<file path="config.mk">
export PLATFORM = sky130hd
export DESIGN_NAME = nds_async_buff_wr_arb
export DESIGN_NICKNAME = d
export VERILOG_FILES = /design/src/rtl/nds_async_buff_pkg.sv /design/src/rtl/nds_rr_pick.sv /design/src/rtl/nds_async_buff_wr_arb.sv
export SDC_FILE = /design/constraint.sdc
export NUM_CORES = 1
export LEC_CHECK = 0
export ABC_CLOCK_PERIOD_IN_PS = 4790
export BUFFER_PORTS_ARGS = -buffer_cell sky130_fd_sc_hd__buf_4
export CAP_MARGIN = 20
export CORE_MARGIN = 1
export CORE_UTILIZATION = 45
export DETAILED_ROUTE_END_ITERATION = 6
export PLACE_DENSITY = 0.95
export SETUP_SLACK_MARGIN = 0.5
export SLEW_MARGIN = 20
export SYNTH_ARGS = -nofsm -noshare
export SYNTH_HDL_FRONTEND = slang
export SYNTH_SLANG_ARGS = --single-unit
</file>
<file path="constraint.sdc">
create_clock -name clk -period 4.79 [get_ports clk]
set_input_delay 0.958 -clock clk [delete_from_list [all_inputs] [get_ports clk]]
set_output_delay 0.958 -clock clk [all_outputs]
set_load 0.05 [all_outputs]
</file>
<file path="src/rtl/nds_async_buff_pkg.sv">
// nds_async_buff_pkg: shared FSM encoding and limits for the nds_async_buff
// write/read schedulers.
package nds_async_buff_pkg;

   typedef enum logic [1:0] {
      IDLE  = 2'd0,
      ISSUE = 2'd1,
      WAIT  = 2'd2
   } state_e;

   localparam int MAX_REQ = 8;

endpackage

</file>
<file path="src/rtl/nds_rr_pick.sv">
// nds_rr_pick: combinational round-robin picker; first set req bit at or after
// rr_ptr_i, wrapping modulo NUM_REQ. Shared by the buffer's write and read sides.
module nds_rr_pick #(
   parameter int  NUM_REQ = 4,
   localparam int IW      = $clog2(NUM_REQ)
) (
   input  logic [NUM_REQ-1:0] req_i,
   input  logic [IW-1:0]      rr_ptr_i,
   output logic [NUM_REQ-1:0] win_o,
   output logic [IW-1:0]      win_idx_o,
   output logic               valid_o
);

   // Scan downwards so the candidate closest to rr_ptr_i is written last.
   always_comb begin
      logic [IW-1:0] idx;
      idx       = '0;
      win_idx_o = '0;
      for (int k = NUM_REQ - 1; k >= 0; k--) begin
         idx = IW'((int'(rr_ptr_i) + k) % NUM_REQ);
         if (req_i[idx]) win_idx_o = idx;
      end
   end

   assign valid_o = |req_i;
   assign win_o   = valid_o ? NUM_REQ'(1) << win_idx_o : '0;

endmodule

</file>
<file path="src/rtl/nds_async_buff_wr_arb.sv">
// nds_async_buff_wr_arb: round-robin write scheduler for the single-entry nds_async_buff.
// Optional burst lock (req_lock_i) is built when NDS_ASYNC_BUFF_WR_ARB_LOCK_EN is defined.
module nds_async_buff_wr_arb
   import nds_async_buff_pkg::*;
#(
   parameter int  NUM_REQ    = 4,
   parameter int  DATA_WIDTH = 32,
   localparam int IW         = $clog2(NUM_REQ)
) (
   input  logic                          clk,
   input  logic                          reset_n,
   input  logic [NUM_REQ-1:0]            req_i,
   input  logic [NUM_REQ*DATA_WIDTH-1:0] req_data_i,
`ifdef NDS_ASYNC_BUFF_WR_ARB_LOCK_EN
   input  logic [NUM_REQ-1:0]            req_lock_i,
`endif
   output logic [NUM_REQ-1:0]            gnt_o,
   output logic                          buf_wr_o,
   output logic [DATA_WIDTH-1:0]         buf_wr_data_o,
   input  logic                          buf_full_i,
   output logic [IW-1:0]                 gnt_id_o
);

   state_e                state_q, state_d;
   logic [IW-1:0]         rr_ptr_q, rr_ptr_d, gnt_id_q, gnt_id_d, pick_idx, win_idx;
   logic [NUM_REQ-1:0]    gnt_q, gnt_d, pick_oh, win_oh;
   logic [DATA_WIDTH-1:0] data_q, data_d;
   logic                  buf_wr_q, buf_wr_d, pick_valid, held;

   nds_rr_pick #(.NUM_REQ(NUM_REQ)) u_pick (
      .req_i     (req_i),
      .rr_ptr_i  (rr_ptr_q),
      .win_o     (pick_oh),
      .win_idx_o (pick_idx),
      .valid_o   (pick_valid)
   );

`ifdef NDS_ASYNC_BUFF_WR_ARB_LOCK_EN
   logic          lock_q, lock_d;
   logic [IW-1:0] lock_id_q, lock_id_d;

   assign held    = lock_q && req_i[lock_id_q] && req_lock_i[lock_id_q];
   assign win_idx = held ? lock_id_q : pick_idx;
   assign win_oh  = held ? NUM_REQ'(1) << lock_id_q : pick_oh;

   // The lock is re-evaluated only at IDLE arbitration points.
   always_comb begin
      lock_d    = lock_q;
      lock_id_d = lock_id_q;
      if (state_q == IDLE && !buf_full_i) begin
         lock_d    = pick_valid && req_lock_i[win_idx];
         lock_id_d = win_idx;
      end
   end

   always_ff @(posedge clk or negedge reset_n)
      if (!reset_n) begin
         lock_q    <= 1'b0;
         lock_id_q <= '0;
      end else begin
         lock_q    <= lock_d;
         lock_id_q <= lock_id_d;
      end
`else
   assign held    = 1'b0;
   assign win_idx = pick_idx;
   assign win_oh  = pick_oh;
`endif

   always_comb begin
      state_d  = state_q;
      rr_ptr_d = rr_ptr_q;
      gnt_id_d = gnt_id_q;
      data_d   = data_q;
      gnt_d    = '0;
      buf_wr_d = 1'b0;
      case (state_q)
         IDLE: if (pick_valid && !buf_full_i) begin
            state_d  = ISSUE;
            buf_wr_d = 1'b1;
            gnt_d    = win_oh;
            gnt_id_d = win_idx;
            data_d   = req_data_i[win_idx*DATA_WIDTH +: DATA_WIDTH];
            rr_ptr_d = held ? rr_ptr_q : (win_idx == IW'(NUM_REQ - 1)) ? '0 : win_idx + IW'(1);
         end
         // full only rises the cycle after wr, so never arbitrate here
         ISSUE: state_d = WAIT;
         WAIT:  if (!buf_full_i) state_d = IDLE;
         default: state_d = IDLE;
      endcase
   end

   always_ff @(posedge clk or negedge reset_n)
      if (!reset_n) begin
         state_q  <= IDLE;
         rr_ptr_q <= '0;
         gnt_id_q <= '0;
         data_q   <= '0;
         gnt_q    <= '0;
         buf_wr_q <= 1'b0;
      end else begin
         state_q  <= state_d;
         rr_ptr_q <= rr_ptr_d;
         gnt_id_q <= gnt_id_d;
         data_q   <= data_d;
         gnt_q    <= gnt_d;
         buf_wr_q <= buf_wr_d;
      end

   assign gnt_o         = gnt_q;
   assign buf_wr_o      = buf_wr_q;
   assign buf_wr_data_o = data_q;
   assign gnt_id_o      = gnt_id_q;

endmodule

</file>
==> results.yml <==
run_status:
  result_of_the_run: "finished, final reports clean"
critical_path:
  critical_path.max_fanout: 68
  regToRegEndpoint: "rr_ptr_q[0]"
  setup.worst_path.start: "req_i[1]"
  critical_path.endpoint_type: "flip-flop"
  cp.arrival_ns: 3.29
  crit_path_start_kind: "input pin"
  rr_startpoint: "rr_ptr_q[1]"
  reg2reg_slack_ns: 2.01
  reg2reg_depth: 6
  critical_path_required_ns: 5.00
  critPathKind: "in2reg"
finish:
  post_route_cells_drive_above_1_share: 0.389
  commonest_non_fill_non_tap_cell_in_the_layout: "buf_4"
  fin_nets: 621
  n_antenna_cell: 0
  fin_util: 0.747
  area_growth_syn_to_layout_pct: 55.2
  post-route-cell-area_um2: 3910
  filler_cell_count: 414
  final_cell_mix: "buf_4, nand2_1, a21oi_1"
  final_cell_count_without_fillers: 556
drt:
  wirelength_mm: 8.25
  routed-via-count: 2963
  drt.antenna.violating_nets: 0
  drt-wirelength-per-cell_um: 14.8
  post-route-drc-count: 0
  dr.first_iter.drc_count: 160
  first_pass_iters: 5
  drt-vias-per-instance: 5.33
global_route:
  antenna_found_initial: 0
  grt.overflow.total: 0
  grt_util_all_layers: 0.279
  grt_first_pass_wirelength_mm: 13.3
  grt_max_degree: 69
  first_global_vias: 2938
die:
  die-area_um2: 5900
  die_span_y_um: 76.8
  floorplan.initialDensity: 0.481
  row_count: 26
  core_area_um2: 5240
  horizontal_die_dimension_um: 76.8
  top_level_ports: 174
logic_synthesis:
  synth.avg_cell_area_um2: 7.68
  synth_cell_types: 28
  netlist.top_cell.by_area: "dfrtp_1"
  synth_seq_cells: 43
  synth.area.top_cells: "dfrtp_1, nand2_1, a21oi_1"
  synth-seq-area-share: 0.427
  synth.yosys.warnings: 0
  syn-instance-count: 328
  syn-num-nets: 464
  synth.top_cell.area_share: 0.427
  synth.cell_area_um2: 2520
pwr:
  cellPowerDensity_nw_per_um2: 586
  power.static_leakage_nw: 2.20
  ir_worst_vdd_uv: 328
cts:
  cts_buffer_depth: 2
  clock_insertion_delay_worst_skew_ns: 0.28
  tritoncts: "done"
  inserted_clock_buffers: 5
  htreeDepth: 2
  cts_root_buf: "clkbuf_8"
  post_cts.resized_instances: 0
  clkSlewWorstSetupHoldPaths_ns: 0.08
  ctsHoldBuffers: 0
  post_cts.repair.setup_buffers: 0
  cts.sink_count: 43
place:
  post-place-cells: 548
  finalWeightedCongestion: 0.763
  io_buffer_count: 173
  hpwl_mm: 5.77
  post_dp_cell_area_um2: 3810
timing:
  finalMaxSlewViolations: 0
  unrepaired_setup_endpoints_after_global_routing: "no"
  timing.clock.skew_ns: 0.00507
  worst_slew_pin_slew_ns: 0.899
  setup_total_negative_slack_ns: 0
  report.final.setup_viol: 0
  final-hold-violation-count: 0
  worst_hold_slack_ns: 0.492
  fmax_mhz: 324
  max-slew-margin-rel: 0.401
  finalCritPeriodShare: 0.645
  period_needed_ns: 3.09
min_path:
  min-delay-path-class: "reg2reg"
  hold-path-endpoint: "buf_wr_data_o[11]"
  hold_path_depth: 1
  timing.hold.worst.start: "buf_wr_data_o[11]"
job:
  max-cap-violations: 0
how the worst max path moves through the flow:
stage                                   end  slack (ns)  cells past startpoint
final                           rr_ptr_q[0]        1.70                      7
after global routing            rr_ptr_q[0]        1.55                      7
after CTS                 buf_wr_data_o[24]        1.66                      5
after detailed placement  buf_wr_data_o[24]        1.34                      5
after global placement    buf_wr_data_o[22]        1.41                      5
after floorplan                 rr_ptr_q[0]        2.39                      7
cell type report:
type / count / area, um^2 / area share
Clock buffer: 8 / 100 / 0.0256
Inverter: 6 / 23.8 / 0.00608
Multi-Input combinational cell: 254 / 1310 / 0.335
Sequential cell: 43 / 1080 / 0.275
Tap cell: 70 / 87.6 / 0.0224
Timing Repair Buffer: 175 / 1310 / 0.336
worst max-delay path: stages:
cell and delay, ns:
buf_4 0.13, mux2_4 0.28, o221ai_4 0.19, clkinv_2 0.71
ha_1 0.52, or3_1 0.38, o21ai_1 0.09
layer usage:
layer | routed length, um | share of wire | GRT usage | up-vias
li1 | - | - | - | 1420
met5 | 0 | 0 | 0 | -
met2 | 4160 | 0.50 | 0.495 | 155
met3 | 712 | 0.086 | 0.0810 | 18
met4 | 181 | 0.022 | 0.0942 | 0
met1 | 3200 | 0.39 | 0.318 | 1370
stage by stage:
step / setup slack (ns) / total power [W]
floorplan: 2.39 / 0.00161
global placement: 1.41 / 0.00200
detailed placement: 1.34 / 0.00204
CTS: 1.66 / 0.00230
global route: 1.55 / 0.00242
finish: 1.70 / 0.00229
sequential cells by signal, summed over array words and instances (netlist names):
name / cells
buf_wr_data_o: 32
buf_wr_o: 1
gnt_id_o: 2
gnt_o: 4
rr_ptr_q: 2
state_q: 2
synth_stat cells (all sizes together):
master	count
inv	6
a21oi	64
mux2	1
dfrtp	43
a211o	32
nor3	1
o41ai	1
o21ai	3
nor2	3
nand2	135
a21boi	1
clkbuf	8
a21o	1
buf	17
or3	1
nand3	2
o221ai	1
a221o	1
o21bai	1
or3b	1
and2	2
ha	1
nor2b	2
where the power goes:
| group | total, W | switching, W | internal (W) | leakage (nW) |
|---|---|---|---|---|
| registers | 0.000620 | 0.000101 | 0.000519 | 0.545 |
| clock network | 0.000249 | 0.000117 | 0.000132 | 0.0515 |
| logic | 0.00142 | 0.000943 | 0.000477 | 1.60 |
kinds of logic after synthesis:
kind of cell | Yosys count | share of synthesized area
simple gates | 147 | 0.229
compound gates | 105 | 0.270
flops | 43 | 0.427
buf+inv | 31 | 0.0631
mux | 1 | 0.00596
fa+ha+maj | 1 | 0.00496
Power figures use the tool's default switching activity.
